===== src/rtl/demux_dispatch_pkg.sv =====
// Shared defaults and slot state encoding for the demux dispatcher.
package demux_dispatch_pkg;

    localparam int unsigned DATA_W_DEF = 8;
    localparam int unsigned NUM_CH_DEF = 4;
    localparam int unsigned SEL_W_DEF  = 2;
    localparam int unsigned CNT_W_DEF  = 16;

    typedef enum logic {
        SLOT_EMPTY = 1'b0,
        SLOT_FULL  = 1'b1
    } slot_state_e;

endpackage


===== src/rtl/demux_dispatch_slot.sv =====
// One-entry output slot with valid/ready handshake; loads on strobe, reloads without a bubble.
module demux_dispatch_slot
    import demux_dispatch_pkg::*;
#(
    parameter int unsigned DATA_W = DATA_W_DEF
) (
    input  logic              clk,
    input  logic              rst_n,
    input  logic              load,
    input  logic [DATA_W-1:0] load_data,
    input  logic              ready,
    output logic              valid,
    output logic [DATA_W-1:0] data
);

    slot_state_e       state_q;
    slot_state_e       state_d;
    logic [DATA_W-1:0] data_q;

    // Slot state register.
    always_ff @(posedge clk or negedge rst_n) begin
        if (!rst_n) begin
            state_q <= SLOT_EMPTY;
        end else begin
            state_q <= state_d;
        end
    end

    // Next state: fill on load, drain on ready unless reloaded in the same cycle.
    always_comb begin
        state_d = state_q;
        case (state_q)
            SLOT_EMPTY: if (load) state_d = SLOT_FULL;
            SLOT_FULL:  if (!load && ready) state_d = SLOT_EMPTY;
            default:    state_d = SLOT_EMPTY;
        endcase
    end

    // Payload register; only written on load so it stays stable while stalled.
    always_ff @(posedge clk or negedge rst_n) begin
        if (!rst_n) begin
            data_q <= '0;
        end else if (load) begin
            data_q <= load_data;
        end
    end

    assign valid = (state_q == SLOT_FULL);
    assign data  = data_q;

endmodule


===== src/rtl/demux_dispatch.sv =====
// 1-to-NUM_CH dispatcher: routes accepted words by explicit select or round-robin pointer.
module demux_dispatch
    import demux_dispatch_pkg::*;
#(
    parameter int unsigned DATA_W = DATA_W_DEF,
    parameter int unsigned NUM_CH = NUM_CH_DEF,
    parameter int unsigned SEL_W  = SEL_W_DEF,
    parameter int unsigned CNT_W  = CNT_W_DEF
) (
    input  logic                     clk,
    input  logic                     rst_n,
    input  logic                     in_valid,
    output logic                     in_ready,
    input  logic [DATA_W-1:0]        in_data,
    input  logic [SEL_W-1:0]         in_sel,
    input  logic                     rr_mode,
    output logic [NUM_CH-1:0]        out_valid,
    input  logic [NUM_CH-1:0]        out_ready,
    output logic [NUM_CH*DATA_W-1:0] out_data,
    output logic [SEL_W-1:0]         rr_ptr,
    output logic [CNT_W-1:0]         acc_cnt
);

    logic [SEL_W-1:0] dst_c;
    logic             accept_c;

    // Destination and acceptance; a stalled destination blocks input with no skip-ahead.
    always_comb begin
        dst_c    = rr_mode ? rr_ptr : in_sel;
        in_ready = !out_valid[dst_c] || out_ready[dst_c];
        accept_c = in_valid && in_ready;
    end

    // One slot per channel; only the destination slot may load in a cycle.
    for (genvar k = 0; k < NUM_CH; k++) begin : g_slot
        demux_dispatch_slot #(
            .DATA_W(DATA_W)
        ) u_slot (
            .clk       (clk),
            .rst_n     (rst_n),
            .load      (accept_c && (dst_c == SEL_W'(k))),
            .load_data (in_data),
            .ready     (out_ready[k]),
            .valid     (out_valid[k]),
            .data      (out_data[k*DATA_W +: DATA_W])
        );
    end

    // Round-robin pointer advances only on accepts made in rr mode; wraps naturally.
    always_ff @(posedge clk or negedge rst_n) begin
        if (!rst_n) begin
            rr_ptr <= '0;
        end else if (accept_c && rr_mode) begin
            rr_ptr <= rr_ptr + SEL_W'(1);
        end
    end

    // Accepted-word counter, wraps at full scale.
    always_ff @(posedge clk or negedge rst_n) begin
        if (!rst_n) begin
            acc_cnt <= '0;
        end else if (accept_c) begin
            acc_cnt <= acc_cnt + CNT_W'(1);
        end
    end

endmodule


===== config.mk =====
export PLATFORM = sky130hd
export DESIGN_NAME = demux_dispatch
export DESIGN_NICKNAME = d
export VERILOG_FILES = /design/src/rtl/demux_dispatch_pkg.sv /design/src/rtl/demux_dispatch_slot.sv /design/src/rtl/demux_dispatch.sv
export SDC_FILE = /design/constraint.sdc
export NUM_CORES = 1
export LEC_CHECK = 0
export BUFFER_PORTS_ARGS = -buffer_cell sky130_fd_sc_hd__buf_2
export CAP_MARGIN = 20
export CORE_MARGIN = 3
export CORE_UTILIZATION = 25
export DETAILED_ROUTE_END_ITERATION = 10
export GPL_TIMING_DRIVEN = 1
export PLACE_DENSITY = 0.41
export SKIP_LAST_GASP = 1
export SYNTH_ARGS = -nofsm -noshare
export SYNTH_HDL_FRONTEND = slang
export SYNTH_SLANG_ARGS = --single-unit

===== constraint.sdc =====
create_clock -name clk -period 2.1 [get_ports clk]
set_clock_uncertainty 0.1 [all_clocks]
set_input_delay 0.105 -clock clk [delete_from_list [all_inputs] [get_ports clk]]
set_output_delay 0.105 -clock clk [all_outputs]
set_load 0.05 [all_outputs]

* Word level (Yosys, flattened, before mapping)
Index checks and enable logic that the tools add are counted.
** Cells by class
- Reductions and logical operators :: 17
- Order comparisons :: 1
- Multiplexer cells :: 17
- Equality and inequality tests :: 3
- Bitwise operators :: 4
- $add $sub $neg :: 2
** Operators with widths (number)
- 16-bit by 1-bit adder with 16-bit output, second input constant :: 1
- 1-bit logical AND :: 10
- 1-bit two-way mux :: 10
- 1-bit one-hot mux with 2 select lines :: 4
- 1-bit logical NOT :: 5
- 1-bit binary-select mux with 2-bit select :: 2
- 2-bit == test, second input constant :: 2
- 1-bit inverter :: 4
- 2-bit by 3-bit < comparator with 1-bit output, second input constant :: 1
- 2-bit by 1-bit adder with 2-bit output, second input constant :: 1
- 2-bit by 1-bit == test with 1-bit output, second input constant :: 1
- 2-bit logical NOT :: 1
- 2-bit two-way mux :: 1
- 1-bit logical OR :: 1
** Storage, ports and cells
- Bits of input ports :: 18
- Word-level logic and storage cells :: 54
- Flip-flop bits (word level) :: 54
- Output and inout port bits :: 55

* Logic depth before layout (Yosys ltp)
Gate-level depths: netlist of run 1.
- Word-level depth :: 11
- Depth in mapped cells :: 5
- Mapped depth without buffers :: 5

* Modules after synthesis
A second synthesis of run 1 with hierarchy kept.
** Second synthesis, totals
- Cell total of the unflattened synthesis :: 170
- Area total of the unflattened synthesis :: 2457.4 sq um
** By module, submodules not included
- demux_dispatch_slot :: area each 369.1 sq um, times used 4, cells each 20, sequential area each 225.2 sq um
- demux_dispatch :: area each 980.9 sq um, times used 1, cells each 90, sequential area each 450.4 sq um

* Least setup slack after synthesis of run 1
No wires, ideal clock.
- Kind :: reg-to-output
- From :: register rr_ptr[1]
- To :: output port in_ready
- Setup slack :: -64 ps
- Cell stages (with the launch flop) :: 4
- Arrival time :: 1959 ps
- Data required time :: 1895 ps
- Path buffers :: 0
- Cells stage by stage :: dfrtp_1 -> mux2i_2 -> mux2i_1 -> mux2i_1
** On the way
- Cells in the longest elaborated chain, start to end :: 5
- Elaborated cells between the ends (all ways) :: 7
- Classes of those cells :: mux (5); reduce/logical (2)
** RTL lines
- start: declaration :: RTL line demux_dispatch.sv:20 : output logic [SEL_W-1:0] rr_ptr,
- start signal: assignment :: RTL line demux_dispatch.sv:54 : rr_ptr <= rr_ptr + SEL_W'(1);
- 2-bit two-way mux * :: RTL line demux_dispatch.sv:29 : dst_c = rr_mode ? rr_ptr : in_sel;
- 1-bit binary-select mux with 2-bit select :: RTL line demux_dispatch.sv:30 : in_ready = !out_valid[dst_c] || out_ready[dst_c];
- 1-bit two-way mux (not written as such) :: RTL line demux_dispatch.sv:30
- 1-bit logical NOT :: RTL line demux_dispatch.sv:30
- 1-bit logical OR * :: RTL line demux_dispatch.sv:30
- end: declaration :: RTL line demux_dispatch.sv:13 : output logic in_ready,
Every way passes the cells marked *; elsewhere a longest branch is shown, timed or not. The select of a mux whose other input is x is not followed.

* Final worst setup path of run 1
- From :: register rr_ptr[0]
- To :: register g_slot[2].u_slot.data_q[4]
** On the way
- Cells in the longest elaborated chain, start to end :: 7
- Elaborated cells between the ends (all ways) :: 10
- Classes of those cells :: eq/ne (1); mux (5); reduce/logical (4)
** RTL lines
- 2-bit two-way mux * :: RTL line demux_dispatch.sv:29
- 1-bit binary-select mux with 2-bit select :: RTL line demux_dispatch.sv:30
- 1-bit two-way mux (not written as such) :: RTL line demux_dispatch.sv:30
- 1-bit logical NOT :: RTL line demux_dispatch.sv:30
- 1-bit logical OR :: RTL line demux_dispatch.sv:30
- 1-bit logical AND :: RTL line demux_dispatch.sv:31 : accept_c = in_valid && in_ready;
- 1-bit logical AND * :: RTL line demux_dispatch.sv:41 : .load (accept_c && (dst_c == SEL_W'(k))),
- end signal: assignment :: RTL line demux_dispatch_slot.sv:44 : data_q <= load_data;
- end: declaration :: RTL line demux_dispatch_slot.sv:18 : logic [DATA_W-1:0] data_q;
Marked as above.
A chain may end at the register's enable or synchronous reset.

==> out/results.txt, run 1 <==
Status -> finished clean
PwrDens -> 1740 mW/mm²
Core ar. -> 0.00846 mm²
Fmax -> 0.507 GHz
CTS HTree Levels -> 2
Fillers -> 862
Post-synth cell types -> 26
CTS tree -> built
Post-Synthesis Cells -> 159
Total grt overflow -> 0
Mapped Nets -> 178
Drt initial violations -> 37
Reg2reg start -> rr_ptr[0]
Area of the multi-input gates -> 871 µm²
CP Capture Type -> flop
CTS clk-pin slew, worst paths -> 0.10 ns
Final wirelength -> 5340 µm
Cells along the critical path -> mux2i_2 > nand2_1 > or3b_1 > mux2_2
Die Width -> 101 µm
Setup repair bufs after CTS -> 0
Area delta synth->final -> 33.2%
Post-DP HPWL -> 3790 µm
Hold Violations, Final -> 0
Endpoints failing setup -> 0
Final min period -> 1.97 ns
Worst-case hold slack -> 0.0193 ns
Area after DPL -> 0.00277 mm²
Worst Setup Start Kind -> flop
Cell Area, Synth -> 0.00224 mm²
TritonCTS buffer count -> 5
Async S/R FF share, synth -> 100%
Largest net degree at the start of global routing -> 55
Worst EP arrival -> 2.05 ns
Min-Delay Path Class -> in2reg
Hold path start -> rr_mode
Worst skew pair latency -> 0.30 ns
DRC Markers -> 0
Vias -> 1531
First-pass GRT wire length -> 8610 µm
Worst endpoint required time -> 2.18 ns
Ant diodes -> 0
I/O Pins -> 73
Root buffer selected by CTS -> clkbuf_8
Total negative slack -> 0 ns
Maxcap violations -> 0
Slowest cell delay on critical path -> 0.61 ns
Register Area -> 0.00135 mm²
Worst slew margin -> 67.9%
Rows -> 33
Post-route cell area -> 0.00299 mm²
Max-slew violation count -> 0
Yosys top cell by area -> dfrtp_1
CP Class -> reg2reg
Die Footprint -> 0.0101 mm²
Largest fanout on the critical path -> 9
NumNets Final -> 268
Leakage power -> 0.00143 µW
GRT Util Overall -> 10.8%
Routed WL per cell -> 15.1 µm
IR drop worst, VDD -> 0.817 mV
Layout Utilization -> 35.3%
Tcrit/Tclk final -> 93.8%
Synth warnings -> 0
Seq/Total Area, Yosys -> 60.3%
Starting Density -> 26.5%
Worst path slowest cell -> or3b_1
Total power -> 5210 µW
Share of cells above drive strength 1 -> 49.8%
Post-synth top area share -> 60.3%
Least-Margin Pin Slew -> 0.482 ns
Pre-antenna DRT Iters -> 4
Port Buf Inserts -> 72
CP top delay family -> simple AND/OR/NAND/NOR gates
CP startpoint -> rr_ptr[0]
RSZ-0062 raised after global routing -> no
Ys flop type -> dfrtp_1
Area contributors post-synth -> dfrtp_1 60%, mux2_2 16%, xnor2_1 6.3%
Post-synthesis area per instance -> 14.1 µm²
Vias in the first global route -> 1623
Initial antenna violation count -> 0
Yosys reg bits -> 54
Clk buf depth -> 2
Chip height -> 101 µm
Antenna-violating nets left -> 0
EDFF count, synth -> 0
CTS sink cnt -> 54
RePlAce Congestion -> 0.691
Crit path buffers/inverters -> 0
Vias per cell -> 4.32
## cells in the final DEF, fill, tap and decap left out, drive strengths merged
master        n
and3          4
and4          2
dfrtp        54
nand2b        5
o2111ai       3
o22a          1
dlygate4sd3   9
mux2i         5
nand4         4
nor3          1
mux2         33
o211ai        2
xnor2        16
bufinv        1
inv           1
o22ai         1
nor2b         1
xor2          1
clkbuf        6
nand2         9
ha            1
buf          79
nor2          2
nand3         6
nand3b        1
or3b          1
## stage by stage
stage / cells / worst slack [ns]
2_1_floorplan: 159 / 0.00324
3_3_place_gp: 338 / 0.142
3_5_place_dp: 338 / 0.128
4_1_cts: 354 / 0.0798
5_1_grt: 354 / 0.0288
6_report: 354 / 0.130
## timing repair
action,4_1_cts,5_1_grt
hold buffers,9,0
gates resized for setup,0,3
setup endpoints to repair,0,6
hold endpoints to repair,86,0
## power breakdown
| part | total [µW] | switching, µW | internal, µW |
|---|---|---|---|
| clock | 713 | 331 | 382 |
| sequential | 1720 | 261 | 1460 |
| combinational | 2780 | 2020 | 753 |
| total | 5210 | 2610 | 2590 |
## flip-flops by register name, summed over array words and instances, names as in the netlist
signal               flops
g_slot.u_slot.data      32
acc_cnt                 16
g_slot.u_slot.valid      4
rr_ptr                   2
## cell families after synthesis
kind of cell,share of synthesized area [%]
xor+xnor,6.64
flops,60.3
fa+ha+maj,0.558
simple gates,8.82
compound gates,2.79
buf+inv,1.73
mux,19.2
## per-layer routing
metal	vias to the layer above	GRT usage [%]	part of all wire, %
met4	0	2.49	0.60
met1	765	14.7	47
met3	2	2.70	4.6
met5	-	0	0
met2	30	17.1	48
li1	734	-	-
## path summary, 6_finish.rpt
kind,endpoint,slack [ns],depth (start not counted)
max in group asynchronous,g_slot[1].u_slot.data[0],1.42,3
worst min-delay path,rr_ptr[0],0.02,3
min in group asynchronous,acc_cnt[9],0.22,3
worst min register to register,acc_cnt[15],0.38,1
worst max-delay path,g_slot[2].u_slot.data[4],0.13,4
worst max register to register,g_slot[2].u_slot.data[4],0.13,4
## final cells by class
type	instances	area share (%)
inverter	1	0.126
multi-input combinational	99	29.2
clock buffer	6	2.77
tap	105	4.40
clock inverter	1	1.01
timing repair buffer	88	17.3
sequential	54	45.3
## synth_stat cells (2+ instances only)
master / number
and3_1: 4
and4_1: 2
buf_4: 4
dfrtp_1: 54
mux2_2: 32
mux2i_1: 3
mux2i_2: 2
nand2_1: 9
nand2b_1: 5
nand3_1: 6
nand4_1: 4
nor2_1: 2
o2111ai_1: 3
o211ai_1: 2
xnor2_1: 16
## tightest hold or removal path, cell delays in order
cell and delay, ns:
buf_2 0.14, nand2_1 0.08, xnor2_1 0.06
Note: power is estimated with default switching activity, not from simulation.
==> run 2: changes to the inputs <==
- REMOVE_ABC_BUFFERS: default -> 1
==> run 2 against run 1 <==
Power is 2.4% lower. Global-route usage is 0.44 points higher. Design area hardly changed. Non-clock buffer count is 3 higher. Core utilization hardly changed. Count of clock-buffer cells in the layout is 1 lower. Combinational power hardly changed. Die area stayed put. Critical path depth stayed put. Worst hold slack better by 0.0086 ns. Largest power group unchanged.
==> out/results.txt, run 2 (synthesized netlist as in run 1, its figures left out) <==
Largest net degree at the start of global routing -> 34
Final wirelength -> 5380 µm
Total grt overflow -> 0
Max reg flops -> 32
Worst-case hold slack -> 0.0279 ns
Layout Utilization -> 35.3%
Worst Hold Depth -> 3
Antenna-violating nets left -> 0
Worst endpoint required time -> 1.89 ns
Endpoints failing setup -> 0
GRT Util Overall -> 11.2%
RSZ-0062 raised after global routing -> no
Fmax -> 0.519 GHz
Worst r2r dst -> g_slot[2].u_slot.data[7]
DRC Markers -> 0
Max-slew violation count -> 0
Port Buf Inserts -> 72
Leakage power -> 0.00143 µW
Final min period -> 1.93 ns
Status -> finished clean
Least-Margin Pin Slew -> 0.531 ns
Clock group share of total power -> 11.5%
Area delta synth->final -> 33.3%
CTS tree -> built
Largest fanout on the critical path -> 4
Vias -> 1560
CTS clk-pin slew, worst paths -> 0.10 ns
I/O Pins -> 73
Slowest cell delay on critical path -> 0.44 ns
Most common cell after layout, fill and taps aside -> buf_2
Initial antenna violation count -> 0
Hold Violations, Final -> 0
Vias in the first global route -> 1653
Combinational share of power -> 54.5%
CTS HTree Levels -> 2
Routed WL per cell -> 15.0 µm
CP Class -> reg2out
NumNets Final -> 271
Hold path start -> out_ready[1]
TritonCTS buffer count -> 5
Min-Delay Path Class -> in2reg
PwrDens -> 1700 mW/mm²
Rows -> 33
Most frequent cells in the layout -> 72 x buf_2, 54 x dfrtp_1, 32 x mux2_2
IR drop worst, VDD -> 0.829 mV
Min-Delay Endpoint -> g_slot[1].u_slot.valid
Reg2reg start -> rr_ptr[0]
Die Footprint -> 0.0101 mm²
Worst EP arrival -> 1.72 ns
Internal power -> 2450 µW
Share of cells above drive strength 1 -> 49.4%
Starting Density -> 26.5%
RePlAce Congestion -> 0.690
Cells along the critical path -> mux2i_4 > mux2i_2 > mux2i_1 > buf_2
Vias per cell -> 4.36
Register share of total power -> 34.0%
Root buffer selected by CTS -> clkbuf_8
CP top delay family -> multiplexers
First-pass GRT wire length -> 8810 µm
Switching power -> 2640 µW
Sw Ratio -> 51.9%
Core ar. -> 0.00846 mm²
Setup repair bufs after CTS -> 0
Maxcap violations -> 0
Worst path slowest cell -> dfrtp_1
Crit path buffers/inverters -> 1
Worst slew margin -> 64.6%
Post-DP HPWL -> 3930 µm
CP Capture Type -> output pin
Worst reg2reg path depth -> 4
Drt initial violations -> 23
Chip height -> 101 µm
Die Width -> 101 µm
Ant diodes -> 0
Internal reg-to-reg setup slack -> 0.17 ns
Worst skew pair latency -> 0.30 ns
Worst Setup Start Kind -> flop
Tcrit/Tclk final -> 91.8%
Clk buf depth -> 2
Pre-antenna DRT Iters -> 4
CTS sink cnt -> 54
Fillers -> 844
-- run 2: cell types whose count changed in the layout (fill, tap and decap cells not counted) --
cell,change
clkinv_2,+1
buf_4,+1
dlygate4sd3_1,+2
clkinv_4,+1
clkbuf_8,-1
bufinv_16,-1
mux2i_2,-1
clkinvlp_4,+1
mux2i_1,+1
-- run 2: layout make-up --
cell class | instances | area, µm² | share of cell area, %
clock buffers | 5 | 68.8 | 2.30
clock inverters | 3 | 21.3 | 0.712
inverters | 1 | 3.75 | 0.126
multi-input cells | 99 | 867 | 29.0
flip-flops and latches | 54 | 1350 | 45.2
well taps | 105 | 131 | 4.40
repair buffers | 91 | 543 | 18.2
-- run 2: worst max path at each step --
| stage | start | to | slack, ns | depth (start not counted) |
|---|---|---|---|---|
| 3_3_place_gp | rr_ptr[1] | acc_cnt[1] | 0.12 | 4 |
| 3_5_place_dp | rr_ptr[1] | acc_cnt[1] | 0.12 | 4 |
| 4_1_cts | rr_ptr[1] | in_ready | 0.03 | 4 |
| 2_1_floorplan | rr_ptr[1] | in_ready | -0.06 | 3 |
| 6_report | rr_ptr[1] | in_ready | 0.17 | 4 |
| 5_1_grt | rr_ptr[0] | g_slot[2].u_slot.data[7] | 0.05 | 4 |
-- run 2: power by group through the flow --
stage | Clock (µW) | Combinational [µW] | Sequential, µW
global route | 660 | 2900 | 1790
CTS | 623 | 2790 | 1730
floorplan | 0 | 594 | 3200
finish | 585 | 2770 | 1730
detailed placement | 0 | 2770 | 1750
global placement | 0 | 2760 | 1750
-- run 2: repair_timing --
| item | CTS | global route |
|---|---|---|
| setup endpoints to repair | 0 | 5 |
| gates resized for setup | 0 | 3 |
| hold buffers | 11 | 0 |
| hold endpoints to repair | 55 | 0 |
-- run 2: worst min-delay path, cell delays in order --
cell	delay, ns
buf_2	0.07
nand2b_1	0.16
nand2_1	0.07
-- run 2: metal layers --
| layer | vias up | GRT usage [%] | routed length (µm) |
|---|---|---|---|
| met5 | - | 0 | 0 |
| met2 | 32 | 17.9 | 2570 |
| met3 | 5 | 2.08 | 198 |
| met4 | 0 | 3.73 | 80 |
| li1 | 749 | - | - |
| met1 | 774 | 15.2 | 2530 |
-- run 2: metrics by stage --
step	total power, µW	std cells	TNS, ns	instance area, µm²	setup WS, ns
after global placement	4510	339	0	2770	0.121
after floorplan	3790	154	-0.0640	2210	-0.0640
after CTS	5140	358	0	2970	0.0292
final	5080	358	0	2990	0.172
after global routing	5350	358	0	2990	0.0468
after detailed placement	4520	339	0	2770	0.120
==> run 3: changes to the inputs <==
- BUFFER_PORTS_ARGS: -buffer_cell sky130_fd_sc_hd__buf_2 -> default
- DONT_BUFFER_PORTS: default -> 1
- PLACE_DENSITY: 0.41 -> 0.34
==> run 3 against run 2 <==
Sequential share of layout area increased by 2.5 points. Maximum frequency is 1.7% higher. Sequential cell count unchanged. Critical path depth unchanged. Design area shrank 5.3%. Combinational power decreased by 50%. Sequential power rose by 66%. Cell count is 14% lower. Wire length shrank 1.6%. Clock power rose by 23%. Critical endpoint is now g_slot[2].u_slot.data[3]. Largest cell class unchanged.
==> out/results.txt, run 3 (synthesized netlist as in run 1, its figures left out) <==
Fmax -> 0.528 GHz
PwrDens -> 1760 mW/mm²
Total power -> 4970 µW
Tcrit/Tclk final -> 90.3%
Ant diodes -> 0
Worst EP arrival -> 1.99 ns
DRC Markers -> 0
Largest fanout on the critical path -> 9
I/O Pins -> 73
Vias in the first global route -> 1583
Port Buf Inserts -> 0
Antenna-violating nets left -> 0
CTS clk-pin slew, worst paths -> 0.11 ns
RePlAce Congestion -> 0.774
TritonCTS buffer count -> 5
Root buffer selected by CTS -> clkbuf_8
Leakage power -> 0.00125 µW
Final min period -> 1.90 ns
Cells along the critical path -> mux2i_2 > nand2_1 > or3b_1 > mux2_2
Setup repair bufs after CTS -> 0
Slowest cell delay on critical path -> 0.62 ns
RSZ-0062 raised after global routing -> no
NumNets Final -> 221
First-pass GRT wire length -> 8470 µm
Endpoints failing setup -> 0
GRT Util Overall -> 10.9%
Status -> finished clean
Most common cell after layout, fill and taps aside -> dfrtp_1
Worst slew margin -> 64.9%
Post-route setup slack -> 0.205 ns
Starting Density -> 26.5%
Vias per cell -> 4.65
Min-Delay Path Class -> in2reg
CP Capture Type -> flop
CP Class -> reg2reg
Max-slew violation count -> 0
Total negative slack -> 0 ns
Area delta synth->final -> 26.2%
Pre-antenna DRT Iters -> 4
Worst path slowest cell -> or3b_1
Final wirelength -> 5300 µm
Total grt overflow -> 0
Worst Setup Start Kind -> flop
CTS sink cnt -> 54
Share of cells above drive strength 1 -> 35.0%
Core ar. -> 0.00846 mm²
Worst endpoint required time -> 2.20 ns
Non-Filler Instances -> 308
Layout Utilization -> 33.4%
Hold Violations, Final -> 0
Initial antenna violation count -> 0
Drt initial violations -> 38
Placed Instances -> 285
Maxcap violations -> 0
Vias -> 1432
IR drop worst, VDD -> 0.762 mV
Least-Margin Pin Slew -> 0.527 ns
Most frequent cells in the layout -> 54 x dfrtp_1, 32 x mux2_2, 26 x buf_4
Die Footprint -> 0.0101 mm²
Post-DP HPWL -> 3840 µm
Routed WL per cell -> 17.2 µm
CTS tree -> built
Worst skew pair latency -> 0.31 ns
Dpl ws -> 0.125 ns
Chip height -> 101 µm
Clk buf depth -> 2
CTS HTree Levels -> 2
Rows -> 33
Max reg flops -> 32
Largest net degree at the start of global routing -> 55
Die Width -> 101 µm
## run 3: per-stage QoR
stage | cell area [µm²] | hold slack (ns)
floorplan | 2210 | -0.291
global placement | 2530 | -0.289
detailed placement | 2530 | -0.289
CTS | 2820 | 0.0598
global route | 2830 | 0.0795
finish | 2830 | 0.0601
## run 3: worst max-delay path, delay by kind of cell (launching register included)
kind	cells	cell delay (ns)
DFF	1	0.40
and+or+nand+nor	2	0.77
muxes	2	0.53
## run 3: power breakdown
| part | internal [µW] | switching [µW] |
|---|---|---|
| sequential | 1440 | 1440 |
| clock | 362 | 358 |
| combinational | 587 | 788 |
## run 3: cell type report
| class | instances | area (µm²) |
|---|---|---|
| clock buffers | 5 | 68.8 |
| inverters | 1 | 3.75 |
| repair buffers | 41 | 363 |
| well taps | 105 | 131 |
| flip-flops and latches | 54 | 1350 |
| multi-input cells | 99 | 863 |
| fillers | 839 | 5640 |
| clock inverters | 3 | 47.5 |
## run 3: layer usage
| metal | track usage (%) | share of wire [%] | vias to the layer above |
|---|---|---|---|
| met3 | 4.71 | 9.9 | 6 |
| met5 | 0 | 0 | - |
| met1 | 13.2 | 43 | 729 |
| met2 | 17.7 | 46 | 53 |
| li1 | - | - | 644 |
| met4 | 3.11 | 1.2 | 0 |
## run 3: repair_timing
action	4_1_cts	5_1_grt
resized for setup	0	2
hold buffers	15	0
hold endpoints to repair	92	0
endpoints found under the setup margin	0	5
## run 3: final timing paths
check	start	to	slack, ns	depth (start not counted)
worst max-delay path	rr_ptr[0]	g_slot[2].u_slot.data[3]	0.20	4
worst min-delay path	in_valid	g_slot[0].u_slot.valid	0.06	3
worst max register to register	rr_ptr[0]	g_slot[2].u_slot.data[3]	0.20	4
worst min register to register	acc_cnt[12]	acc_cnt[12]	0.43	1
max in group asynchronous	rst_n	g_slot[3].u_slot.data[1]	1.45	2
min in group asynchronous	rst_n	g_slot[3].u_slot.valid	0.21	2
